==> src/rtl/arp_ctrl.sv <==
// ARP sequencer: resolves the MAC of a target IP with timeout/retry/refresh,
// answers ARP requests to us, and arbitrates reply/request onto one tx channel.
module arp_ctrl #(
    parameter logic [23:0] TMO_CYC   = 24'd12_500_000,
    parameter logic [2:0]  MAX_RETRY = 3'd3,
    parameter logic [31:0] AGE_CYC   = 32'd1_250_000_000
) (
    input  logic        clk,
    input  logic        rst,
    input  logic [31:0] i_target_ip,
    input  logic        i_resolve,
    input  logic [1:0]  i_arp_operation,
    input  logic [47:0] i_arp_sender_mac,
    input  logic [31:0] i_arp_sender_ip,
    output logic        o_send_vld,
    input  logic        i_send_rdy,
    output logic [1:0]  o_send_op,
    output logic [47:0] o_send_tha,
    output logic [31:0] o_send_tpa,
    output logic        o_resolved,
    output logic [47:0] o_target_mac,
    output logic        o_fail,
    output logic        o_busy
);

    typedef enum logic [2:0] {StIdle, StReq, StWait, StResolved, StFail} state_e;

    state_e      state_q, state_d;
    logic [31:0] tgt_ip_q, tgt_ip_d;
    logic [2:0]  retry_q, retry_d;
    logic [23:0] timer_q, timer_d;
    logic [31:0] age_q, age_d;
    logic        req_pend_q, req_pend_d;
    logic        stale_q, stale_d;
    logic        rep_pend_q, rep_pend_d;
    logic [47:0] rep_mac_q, rep_mac_d;
    logic [31:0] rep_ip_q, rep_ip_d;
    logic        send_vld_q, send_vld_d;
    logic [1:0]  send_op_q, send_op_d;
    logic [47:0] send_tha_q, send_tha_d;
    logic [31:0] send_tpa_q, send_tpa_d;
    logic        resolved_q, resolved_d;
    logic [47:0] target_mac_q, target_mac_d;
    logic        fail_q, fail_d;

    logic       req_set, req_acc, ip_hit, rep_load, req_load;
    logic [2:0] retry_inc;

    always_comb begin
        state_d      = state_q;
        tgt_ip_d     = tgt_ip_q;
        retry_d      = retry_q;
        timer_d      = timer_q;
        age_d        = age_q;
        stale_d      = stale_q;
        resolved_d   = resolved_q;
        target_mac_d = target_mac_q;
        fail_d       = fail_q;
        req_set      = 1'b0;
        retry_inc    = retry_q + 3'd1;
        req_acc      = send_vld_q & i_send_rdy & (send_op_q == 2'd1);
        ip_hit       = (i_arp_sender_ip == tgt_ip_q);

        // A request that was in flight at restart time completes without advancing the FSM
        if (req_acc) stale_d = 1'b0;

        if (i_resolve) begin
            tgt_ip_d   = i_target_ip;
            retry_d    = 3'd0;
            resolved_d = 1'b0;
            fail_d     = 1'b0;
            state_d    = StReq;
            req_set    = 1'b1;
            stale_d    = send_vld_q & (send_op_q == 2'd1) & ~i_send_rdy;
        end else begin
            if ((i_arp_operation == 2'd1 || i_arp_operation == 2'd2) && ip_hit
                && state_q != StIdle && state_q != StFail) begin
                target_mac_d = i_arp_sender_mac;
            end
            case (state_q)
                StIdle, StFail: ;
                StReq: begin
                    if (req_acc && !stale_q) begin
                        state_d = StWait;
                        timer_d = TMO_CYC - 24'd1;
                    end
                end
                StWait: begin
                    if (i_arp_operation == 2'd2 && ip_hit) begin
                        resolved_d = 1'b1;
                        state_d    = StResolved;
                        age_d      = AGE_CYC - 32'd1;
                    end else if (timer_q == 24'd0) begin
                        retry_d = retry_inc;
                        if (retry_inc == MAX_RETRY) begin
                            state_d    = StFail;
                            fail_d     = 1'b1;
                            resolved_d = 1'b0;
                        end else begin
                            state_d = StReq;
                            req_set = 1'b1;
                        end
                    end else begin
                        timer_d = timer_q - 24'd1;
                    end
                end
                StResolved: begin
                    if (age_q == 32'd0) begin
                        state_d = StReq;
                        retry_d = 3'd0;
                        req_set = 1'b1;
                    end else begin
                        age_d = age_q - 32'd1;
                    end
                end
                default: state_d = StIdle;
            endcase
        end
    end

    // Tx arbiter: loads only while the channel is idle; a pending reply beats a request
    always_comb begin
        send_vld_d = send_vld_q;
        send_op_d  = send_op_q;
        send_tha_d = send_tha_q;
        send_tpa_d = send_tpa_q;
        rep_pend_d = rep_pend_q;
        rep_mac_d  = rep_mac_q;
        rep_ip_d   = rep_ip_q;
        rep_load   = ~send_vld_q & rep_pend_q;
        req_load   = ~send_vld_q & ~rep_pend_q & (req_pend_q | req_set);
        req_pend_d = (req_pend_q | req_set) & ~req_load;

        if (send_vld_q && i_send_rdy) send_vld_d = 1'b0;

        if (rep_load) begin
            send_vld_d = 1'b1;
            send_op_d  = 2'd2;
            send_tha_d = rep_mac_q;
            send_tpa_d = rep_ip_q;
            rep_pend_d = 1'b0;
            rep_mac_d  = 48'd0;
            rep_ip_d   = 32'd0;
        end else if (req_load) begin
            send_vld_d = 1'b1;
            send_op_d  = 2'd1;
            send_tha_d = 48'd0;
            send_tpa_d = tgt_ip_d;
        end

        if (i_arp_operation == 2'd1) begin
            rep_pend_d = 1'b1;
            rep_mac_d  = i_arp_sender_mac;
            rep_ip_d   = i_arp_sender_ip;
        end
    end

    always_ff @(posedge clk) begin
        if (rst) begin
            state_q      <= StIdle;
            tgt_ip_q     <= 32'd0;
            retry_q      <= 3'd0;
            timer_q      <= 24'd0;
            age_q        <= 32'd0;
            req_pend_q   <= 1'b0;
            stale_q      <= 1'b0;
            rep_pend_q   <= 1'b0;
            rep_mac_q    <= 48'd0;
            rep_ip_q     <= 32'd0;
            send_vld_q   <= 1'b0;
            send_op_q    <= 2'd0;
            send_tha_q   <= 48'd0;
            send_tpa_q   <= 32'd0;
            resolved_q   <= 1'b0;
            target_mac_q <= 48'd0;
            fail_q       <= 1'b0;
        end else begin
            state_q      <= state_d;
            tgt_ip_q     <= tgt_ip_d;
            retry_q      <= retry_d;
            timer_q      <= timer_d;
            age_q        <= age_d;
            req_pend_q   <= req_pend_d;
            stale_q      <= stale_d;
            rep_pend_q   <= rep_pend_d;
            rep_mac_q    <= rep_mac_d;
            rep_ip_q     <= rep_ip_d;
            send_vld_q   <= send_vld_d;
            send_op_q    <= send_op_d;
            send_tha_q   <= send_tha_d;
            send_tpa_q   <= send_tpa_d;
            resolved_q   <= resolved_d;
            target_mac_q <= target_mac_d;
            fail_q       <= fail_d;
        end
    end

    assign o_send_vld   = send_vld_q;
    assign o_send_op    = send_op_q;
    assign o_send_tha   = send_tha_q;
    assign o_send_tpa   = send_tpa_q;
    assign o_resolved   = resolved_q;
    assign o_target_mac = target_mac_q;
    assign o_fail       = fail_q;
    assign o_busy       = (state_q == StReq) || (state_q == StWait);

endmodule

==> config.mk <==
export PLATFORM = sky130hd
export DESIGN_NAME = arp_ctrl
export DESIGN_NICKNAME = d
export VERILOG_FILES = /design/src/rtl/arp_ctrl.sv
export SDC_FILE = /design/constraint.sdc
export NUM_CORES = 1
export LEC_CHECK = 0
export CAP_MARGIN = 20
export CORE_ASPECT_RATIO = 2
export CORE_MARGIN = 5
export CORE_UTILIZATION = 25
export CTS_BUF_LIST = sky130_fd_sc_hd__clkbuf_2 sky130_fd_sc_hd__clkbuf_4 sky130_fd_sc_hd__clkbuf_8
export DETAILED_ROUTE_END_ITERATION = 6
export RECOVER_POWER = 50
export SLEW_MARGIN = 10
export SYNTH_ARGS = -nofsm -noshare
export SYNTH_HDL_FRONTEND = slang
export SYNTH_SLANG_ARGS = --single-unit
==> constraint.sdc <==
create_clock -name clk -period 2.95 [get_ports clk]
set_input_delay 0.59 -clock clk [delete_from_list [all_inputs] [get_ports clk]]
set_output_delay 0.59 -clock clk [all_outputs]
set_load 0.1 [all_outputs]
==> results of run 1 <==
-- sequential cells by signal, summed over array words and instances, names as in the netlist, 2 cells and up --
| signal | cells |
|---|---|
| rep_mac_q | 48 |
| o_send_tha | 48 |
| tgt_ip_q | 32 |
| state_q | 3 |
| timer_q | 24 |
| age_q | 32 |
| o_send_op | 2 |
| retry_q | 3 |
| o_send_tpa | 32 |
| rep_ip_q | 32 |
| o_target_mac | 48 |
-- path summary, 6_finish.rpt --
kind,startpoint,end,slack [ns]
worst min-delay path,i_arp_sender_ip[11],rep_ip_q[11],0.37
worst max register to register,age_q[8],retry_q[0],0.09
worst max-delay path,i_arp_sender_ip[16],o_send_tha[10],0.09
worst min register to register,o_fail,o_fail,0.46
-- placed cells by master, fill, tap and decap left out, types with 32 or more instances in the layout --
master,instances
a21oi_1,36
a22o_1,48
a22oi_1,80
buf_4,72
clkbuf_1,134
clkbuf_8,66
clkdlybuf4s50_1,109
dfxtp_1,309
mux2i_1,50
nor2_1,191
o22ai_1,32
xor2_1,42
-- kinds of logic (layout without fill, tap and decap cells) --
group,Yosys count,after routing,synth area share
AOI/OAI and AO/OA,335,335,0.201
xor gates and xnor gates,48,48,0.0339
adders and majority gates,8,8,0.00808
buffers and inverters,118,442,0.0382
DFF,310,310,0.501
muxes,81,81,0.0686
other,0,9,0
and+or+nand+nor,375,375,0.149
-- per-stage QoR --
stage | TNS [ns] | hold slack [ns] | area, sq um
after floorplan | 0 | 0.447 | 12400
after global placement | -150.51 | 0.443 | 15800
after detailed placement | -158.79 | 0.451 | 15800
after CTS | 0 | 0.353 | 17000
after global routing | -0.0173 | 0.378 | 16600
final | 0 | 0.367 | 16600
-- what timing repair did --
item,4_1_cts,5_1_grt
pin swaps,5,9
setup buffers,3,3
gates resized for setup,11,19
setup endpoints to repair,176,109
gates cloned,1,0
-- area by class of cell --
cell class / count / area, sq um / area share
diodes: 9 / 22.5 / 0.00136
clock buffers: 74 / 968 / 0.0584
clock inverters: 9 / 78.8 / 0.00476
inverters: 19 / 71.3 / 0.00430
multi-input cells: 847 / 5880 / 0.355
flip-flops and latches: 310 / 6210 / 0.375
well taps: 643 / 805 / 0.0485
repair buffers: 340 / 2540 / 0.153
-- worst min-delay path: stages --
cell	delay [ns]
dlymetal6s2s_1	0.13
a22oi_1	0.10
nor2_1	0.08
-- routing by layer --
layer	vias up	share of wire
met1	5427	0.37
li1	5264	-
met2	315	0.53
met3	99	0.050
met5	-	0.00062
met4	4	0.050
-- power by group through the flow --
stage	Sequential, uW	Combinational, uW	Clock (uW)
2_1_floorplan	4990	652	0
4_1_cts	4470	1780	4080
5_1_grt	4490	1830	4240
3_5_place_dp	4560	1760	0
3_3_place_gp	4560	1750	0
6_report	4470	1720	3940
==> results.yml, run 1 <==
yosys:
  synthTopCellsByCount: "310 x dfxtp_1, 192 x nor2_1, 80 x a22oi_1, 80 x clkbuf_1, 50 x mux2i_1"
  synth.most_common_cell: "dfxtp_1"
  async_flop_share: 0
  synth_edf_count: 0
  synth_warnings: 0
  yosysTopAreaCellShare: 0.501
  synth-seq-area-share: 0.501
  synth_seq_cells: 310
  synthCells: 1275
  syn_avg_cell_area_sq_um: 9.71
  syn_area_sq_mm: 0.0124
  synth_area_leaders: "dfxtp_1 50%, nor2_1 5.8%, a22oi_1 4.8%"
  synth_nets: 1401
  ys.flop_type: "dfxtp_1"
  yosysTopAreaCell: "dfxtp_1"
  synthDistinctLibCells: 59
global_route:
  grtUsageMet3: 0.0297
  grt_pass1_wl_um: 66800
  overflow: 0
  grt_pass1_vias: 11400
  use_met2: 0.279
  grtUsageTotal: 0.153
  grt_use_met1: 0.167
  grt.busiest_layer: "met2"
  grt_max_degree: 82
  antenna_found_initial: 12
finish:
  syn2layout_area_growth_pct: 33.8
  finish.utilization: 0.337
  fill_cells: 5189
  finalNetCount: 1691
  drive_gt1_frac: 0.143
  layout.cells.non_filler: 2251
detailed_routing:
  first_iter_violations: 647
  post_drt_wl_per_cell_um: 19.4
  dr.pass1.iters: 7
  drc: 0
  viasPerCell: 4.94
  num_vias: 11100
  ant_nets: 0
  drt_wl_total_um: 43600
power_and_ir_drop:
  p_total_uw: 10100
  p_sw_uw: 3060
  p_sw_frac: 0.302
  p_int_uw: 7080
  p_clk_frac: 0.389
  combPwrFrac: 0.170
  powerDensity_mw_per_mm2: 612
  p_leak_uw: 0.00619
  irDropWorstVdd_mv: 0.368
  seqPwrFrac: 0.441
setup_path:
  crit_chain: "clkdlybuf4s50_1 > xor2_1 > nor4_2 > nand4_1 > buf_4 > buf_4 > o311ai_1 > buf_4 > nand3b_2 > a21oi_4 > buf_12 > a22o_1"
  cp_max_fo: 32
  rr_worst_depth: 8
  critPathSlowestCell: "clkdlybuf4s50_1"
  max_stage_delay_ns: 0.45
  critPathKind: "input port to flop"
  path_delay_family: "buffers and inverters"
  crit_path_end_kind: "flop"
  cp_data_required_time_ns: 3.46
  cp_num_buf_inv: 5
  cp-start-kind: "input port"
  crit_arrival_ns: 3.38
  path_depth: 12
  cpMostUsedCell: "buf_4"
place:
  port_buffers: 251
  place_ws_ns: -1.11
  dp_hpwl_um: 30400
  place.gp.congestion: 0.818
  placedCellCount: 2152
floorplanning:
  core-area_sq_mm: 0.0492
  die_h_um: 325
  std_cell_rows: 115
  die-area_sq_mm: 0.0544
  initial_utilization: 0.252
  die_x_um: 167
  pin_count: 252
clock_network:
  clk_pin_slew_ns: 0.06
  ctsHtreeMaxLevel: 2
  numCtsBuffers: 47
  cts_tree: "done"
  cts.sinks: 310
  clockBufferDepth: 3
  root_buffer: "clkbuf_8"
  clk_latency_ns: 0.60
  cts_hold_buf: 0
run:
  cap_violations: 1
min_path:
  min_path_type: "input port to flop"
  min_delay_path_depth: 3
sta:
  hold_viol_final: 0
  rsz0062_at_grt: "true"
  slew_headroom: -0.0720
  fin_crit_sh: 0.971
  fin_crit_ns: 2.86
  skew_ns: 0.0329
  setup_slack_ns: 0.0862
  setup_violations: 0
  fmax_ghz: 0.349
  worst_pin_slew_ns: 1.61
  drv_slew: 5
outcome:
  failed_checks: "max-capacitance violations, max-slew violations"
  status: "finished, violations left"
Power figures use the tool's default switching activity.
==> run 2: changes to the inputs <==
--- a/config.mk
+++ b/config.mk
@@ -8,9 +8,10 @@
 export CAP_MARGIN = 20
 export CORE_ASPECT_RATIO = 2
 export CORE_MARGIN = 5
-export CORE_UTILIZATION = 25
+export CORE_UTILIZATION = 48
 export CTS_BUF_LIST = sky130_fd_sc_hd__clkbuf_2 sky130_fd_sc_hd__clkbuf_4 sky130_fd_sc_hd__clkbuf_8
 export DETAILED_ROUTE_END_ITERATION = 6
+export PLACE_DENSITY = 0.78
 export RECOVER_POWER = 50
 export SLEW_MARGIN = 10
 export SYNTH_ARGS = -nofsm -noshare
==> run 2 against run 1 <==
  * The run still ends with max-capacitance violations, max-slew violations left
  * Combinational power decreased by 2%
  * Worst hold slack barely moved
  * Worst setup slack better by 0.020 ns
  * Sequential share of layout area up 1.8 points
  * Wire length decreased by 12%
  * Sequential power about the same
  * Cell area is 4.5% lower
==> results.yml, run 2 (same netlist as run 1, synthesis figures left out) <==
clock_network:
  cts_hold_buf: 0
  ctsHtreeMaxLevel: 2
  cts.sinks: 310
  cts_tree: "done"
  clk_latency_ns: 0.55
  numCtsBuffers: 43
  clockBufferDepth: 3
  root_buffer: "clkbuf_8"
  clk_pin_slew_ns: 0.06
place:
  placedCellCount: 1847
  place_ws_ns: -0.576
  dp_hpwl_um: 26800
  port_buffers: 251
  place.gp.congestion: 0.873
floorplanning:
  initial_utilization: 0.485
  core-area_sq_mm: 0.0255
  die_h_um: 237
  std_cell_rows: 83
  pin_count: 252
  die-area_sq_mm: 0.0293
  die_x_um: 124
finish:
  finish.utilization: 0.619
  drive_gt1_frac: 0.124
  layout.cells.non_filler: 1928
  mostFrequentLayoutCells: "309 x dfxtp_1, 191 x nor2_1, 136 x clkbuf_1, 113 x clkdlybuf4s50_1, 80 x a22oi_1"
  syn2layout_area_growth_pct: 27.7
  layout_commonest_cell: "dfxtp_1"
  finalNetCount: 1683
sta:
  hold_viol_final: 0
  setup_slack_ns: 0.107
  worst_pin_slew_ns: 1.61
  slew_headroom: -0.0713
  fin_crit_ns: 2.84
  fin_crit_sh: 0.964
  drv_slew: 56
  skew_ns: 0.0221
  setup_violations: 0
  fin_setup_tns_ns: 0
  fmax_ghz: 0.352
setup_path:
  cp_max_fo: 22
  crit_chain: "clkdlybuf4s50_1 > xor2_1 > nor4_1 > buf_4 > nand4_1 > buf_4 > nor3_2 > buf_4 > buf_12 > o41a_1 > buf_12 > or3_1 > a31oi_1"
  cpMostUsedCell: "buf_4"
  critPathKind: "input port to flop"
  cp_data_required_time_ns: 3.41
  max_stage_delay_ns: 0.52
  critPathSlowestCell: "clkdlybuf4s50_1"
  cp-start-kind: "input port"
  reg2reg_slack_ns: 0.11
  crit_arrival_ns: 3.30
  crit_path_end_kind: "flop"
  reg2reg_from: "age_q[24]"
  rr_endpoint: "o_send_tpa[18]"
  rr_worst_depth: 9
  critPathLaunch: "i_arp_sender_ip[12]"
  cp-endpoint: "timer_q[4]"
detailed_routing:
  post_drt_wl_per_cell_um: 20.0
  drc: 0
  viasPerCell: 5.84
  num_vias: 11300
  dr.pass1.iters: 5
  first_iter_violations: 679
  drt_wl_total_um: 38600
  ant_nets: 0
global_route:
  overflow: 0
  antenna_found_initial: 5
  grt_pass1_vias: 11700
  grt_max_degree: 81
  grtUsageTotal: 0.257
  grt_pass1_wl_um: 60700
outcome:
  failed_checks: "max-capacitance violations, max-slew violations"
  status: "finished, violations left"
power_and_ir_drop:
  p_leak_uw: 0.00602
  powerDensity_mw_per_mm2: 604
  irDropWorstVdd_mv: 0.416
run:
  cap_violations: 2
min_path:
  min_path_type: "input port to flop"
==> run 2: cell types whose count changed in the layout (fill, tap and decap cells not counted), sizes merged <==
cell           change
inv                -1
clkdlybuf4s50      +4
clkinvlp           -1
bufbuf             -1
dlygate4sd2        -1
dlymetal6s2s       -3
clkinv             -4
clkbuf             -3
diode              -4
buf                -5
bufinv             -1
==> run 2: timing repair <==
| item | CTS | global route |
|---|---|---|
| gates cloned | 0 | 1 |
| pin swaps | 1 | 4 |
| gates resized for setup | 2 | 8 |
| setup endpoints to repair | 46 | 115 |
| buffers inserted | 2 | 2 |
==> run 2: final cells by class <==
type | count | area, sq um
Fill cell | 2292 | 9730
Antenna cell | 5 | 12.5
Timing Repair Buffer | 336 | 2440
Clock buffer | 69 | 875
Tap cell | 340 | 425
Sequential cell | 310 | 6210
Clock inverter | 2 | 10.0
Multi-Input combinational cell | 847 | 5780
Inverter | 19 | 71.3
==> run 2: how the worst min path moves through the flow <==
stage / slack (ns) / cells past startpoint / start / endpoint
floorplan: 0.45 / 2 / age_q[31] / age_q[31]
global placement: 0.46 / 1 / rep_mac_q[11] / o_send_tha[11]
detailed placement: 0.46 / 1 / o_send_tha[25] / o_send_tha[25]
CTS: 0.35 / 2 / rst / rep_ip_q[2]
global route: 0.39 / 2 / rst / rep_ip_q[4]
finish: 0.37 / 2 / rst / rep_ip_q[30]
==> run 2: worst max-delay path: cells and delay by family <==
kind / cells / cell delay, ns
AOI/OAI and AO/OA: 2 / 0.57
xor gates and xnor gates: 1 / 0.29
buffers and inverters: 6 / 1.26
and+or+nand+nor: 4 / 0.58
==> run 2: per-layer routing <==
layer  track usage  vias up  part of all wire
met5             0        -                 0
met4         0.139        0             0.060
met3        0.0510      137             0.058
met2         0.470      408              0.53
met1         0.267     5471              0.35
li1              -     5243                 -
==> run 2: through the flow <==
step | total power (uW) | hold slack, ns | cell area, sq um
3_5_place_dp | 6260 | 0.456 | 15300
6_report | 9550 | 0.366 | 15800
2_1_floorplan | 5640 | 0.447 | 12400
3_3_place_gp | 6230 | 0.459 | 15300
4_1_cts | 9650 | 0.351 | 16300
5_1_grt | 9910 | 0.385 | 15800
==> run 2: power by group <==
part | switching (uW) | total [uW] | internal [uW] | leakage (uW)
clock network | 1550 | 3410 | 1860 | 0.000473
logic | 1140 | 1680 | 538 | 0.00303
registers | 118 | 4470 | 4350 | 0.00252
total | 2800 | 9550 | 6750 | 0.00602
==> run 3: changes to the inputs <==
--- a/config.mk
+++ b/config.mk
@@ -8,10 +8,11 @@
 export CAP_MARGIN = 20
 export CORE_ASPECT_RATIO = 2
 export CORE_MARGIN = 5
-export CORE_UTILIZATION = 48
+export CORE_UTILIZATION = 53
 export CTS_BUF_LIST = sky130_fd_sc_hd__clkbuf_2 sky130_fd_sc_hd__clkbuf_4 sky130_fd_sc_hd__clkbuf_8
 export DETAILED_ROUTE_END_ITERATION = 6
-export PLACE_DENSITY = 0.78
+export MAX_ROUTING_LAYER = met4
+export PLACE_DENSITY = 0.82
 export RECOVER_POWER = 50
 export SLEW_MARGIN = 10
 export SYNTH_ARGS = -nofsm -noshare
==> constraint.sdc (replaced) <==
create_clock -name clk -period 3.1 [get_ports clk]
set_input_delay 0.62 -clock clk [delete_from_list [all_inputs] [get_ports clk]]
set_output_delay 0.62 -clock clk [all_outputs]
set_load 0.1 [all_outputs]
==> run 3 against run 2 <==
  * The run still ends with max-capacitance violations, max-slew violations left
  * Non-clock buffer count shrank 14
  * First-iteration DRC count grew 21%
  * Clock power shrank 4%
  * Clock skew grew 0.00093 ns
  * Global-route usage grew 1.8 points
  * Count of clock-buffer cells in the layout shrank 4
  * Worst setup slack lost 0.0078 ns
  * Register-to-register slack gained 0.04 ns
  * Critical path depth shrank 7
  * Sequential power shrank 4.9%
  * Power shrank 4.9%
  * Die area shrank 8.9%
==> results.yml, run 3 (same netlist as run 1, synthesis figures left out) <==
setup_path:
  cp_max_fo: 81
  max_stage_delay_ns: 1.34
  cp_data_required_time_ns: 3.58
  crit_path_end_kind: "flop"
  rr_worst_depth: 8
  reg2reg_slack_ns: 0.15
  critPathKind: "input port to flop"
  crit_arrival_ns: 3.48
  critPathSlowestCell: "clkbuf_2"
  cp-start-kind: "input port"
  reg2reg_from: "age_q[24]"
  crit_chain: "clkdlybuf4s50_1 > buf_4 > ha_4 > clkbuf_2 > a22oi_1 > nor2_1"
  rr_endpoint: "retry_q[1]"
power_and_ir_drop:
  seqPwrFrac: 0.468
  p_leak_uw: 0.00595
  p_sw_uw: 2710
  combPwrFrac: 0.173
  irDropWorstVdd_mv: 0.458
  p_total_uw: 9080
  p_int_uw: 6360
  powerDensity_mw_per_mm2: 583
  p_sw_frac: 0.299
  p_clk_frac: 0.359
detailed_routing:
  post_drt_wl_per_cell_um: 20.1
  drt_wl_total_um: 37300
  dr.pass1.iters: 5
  first_iter_violations: 821
  num_vias: 11100
  ant_nets: 0
  viasPerCell: 5.97
  drc: 0
floorplanning:
  die_h_um: 226
  std_cell_rows: 79
  core-area_sq_mm: 0.0231
  initial_utilization: 0.535
  die-area_sq_mm: 0.0267
  die_x_um: 118
  pin_count: 252
sta:
  skew_ns: 0.0230
  setup_violations: 0
  fin_crit_ns: 3.00
  rsz0062_at_grt: "false"
  hold_viol_final: 0
  worst_pin_slew_ns: 1.93
  drv_slew: 82
  fin_crit_sh: 0.968
  hold_ws_ns: 0.364
  fmax_ghz: 0.333
  slew_headroom: -0.288
finish:
  layout_commonest_cell: "dfxtp_1"
  mostFrequentLayoutCells: "310 x dfxtp_1, 191 x nor2_1, 133 x clkbuf_1, 115 x clkdlybuf4s50_1, 80 x a22oi_1"
  regArea_sq_mm: 0.00621
  finalNetCount: 1668
  finish.utilization: 0.673
  syn2layout_area_growth_pct: 25.7
  drive_gt1_frac: 0.119
  layout.cells.non_filler: 1858
  fill_cells: 1972
  multi_input_area_sq_mm: 0.00576
clock_network:
  clk_pin_slew_ns: 0.07
  clockBufferDepth: 3
  cts.sinks: 310
  ctsHtreeMaxLevel: 2
  root_buffer: "clkbuf_8"
  numCtsBuffers: 42
  cts_tree: "done"
  clk_latency_ns: 0.56
min_path:
  min_from: "rst"
  min_delay_path_depth: 2
  min_path_type: "input port to flop"
  holdPathEnd: "rep_ip_q[24]"
global_route:
  grtUsageTotal: 0.275
  grt_pass1_vias: 11400
  antenna_found_initial: 1
  grt_max_degree: 82
  grt_pass1_wl_um: 59000
  overflow: 0
run:
  cap_violations: 1
place:
  placedCellCount: 1780
  dp_hpwl_um: 25400
  port_buffers: 251
  place.gp.congestion: 0.860
outcome:
  status: "finished, violations left"
  failed_checks: "max-capacitance violations, max-slew violations"
[run 3: repair_timing]
item / CTS / global route
endpoints found under the hold margin: 0 / 0
buffers inserted: 0 / 1
resized for setup: 1 / 1
setup endpoints to repair: 2 / 40
hold buffers: 0 / 0
pin swaps: 0 / 1
[run 3: area by class of cell]
class | count | share of cell area
sequential | 310 | 0.399
multi-input combinational | 847 | 0.370
timing repair buffer | 322 | 0.148
clock buffer | 65 | 0.0506
tap | 283 | 0.0227
clock inverter | 11 | 0.00562
inverter | 19 | 0.00458
antenna | 1 | 0.000161
[run 3: critical path, delay by kind of cell]
kind | cells | cell delay (ns)
AOI/OAI and AO/OA | 1 | 0.28
and+or+nand+nor | 1 | 0.20
buffers and inverters | 3 | 2.15
adders and majority gates | 1 | 0.14
[run 3: how the worst max path moves through the flow]
| stage | slack, ns | from | cells past startpoint | endpoint |
|---|---|---|---|---|
| after floorplan | 0.12 | o_send_op[0] | 9 | timer_q[12] |
| after global placement | -0.49 | i_arp_sender_ip[11] | 11 | o_target_mac[8] |
| after detailed placement | -0.56 | i_arp_sender_ip[20] | 11 | o_target_mac[8] |
| after CTS | 0.02 | age_q[24] | 8 | o_send_tpa[10] |
| after global routing | 0.002 | i_arp_operation[0] | 6 | rep_mac_q[2] |
| final | 0.1 | i_arp_operation[0] | 6 | rep_mac_q[29] |
[run 3: routing by layer]
metal / global-route usage / wire [um] / part of all wire
met5: - / 0 / 0
met4: 0.135 / 1880 / 0.050
met3: 0.0479 / 2050 / 0.055
met2: 0.490 / 20000 / 0.54
met1: 0.291 / 13400 / 0.36
[run 3: through the flow]
step / TNS (ns) / cell area, sq um / setup WS, ns
3_3_place_gp: -74.48 / 15200 / -0.493
6_report: 0 / 15600 / 0.0988
2_1_floorplan: 0 / 12400 / 0.124
3_5_place_dp: -83.85 / 15200 / -0.558
4_1_cts: 0 / 16100 / 0.0236
5_1_grt: 0 / 15600 / 0.00192
[run 3: power by group through the flow]
stage / Sequential, uW / Combinational (uW) / Clock [uW]
global placement: 4330 / 1590 / 0
global route: 4260 / 1670 / 3490
floorplan: 4740 / 621 / 0
detailed placement: 4340 / 1610 / 0
CTS: 4250 / 1620 / 3320
finish: 4250 / 1570 / 3260
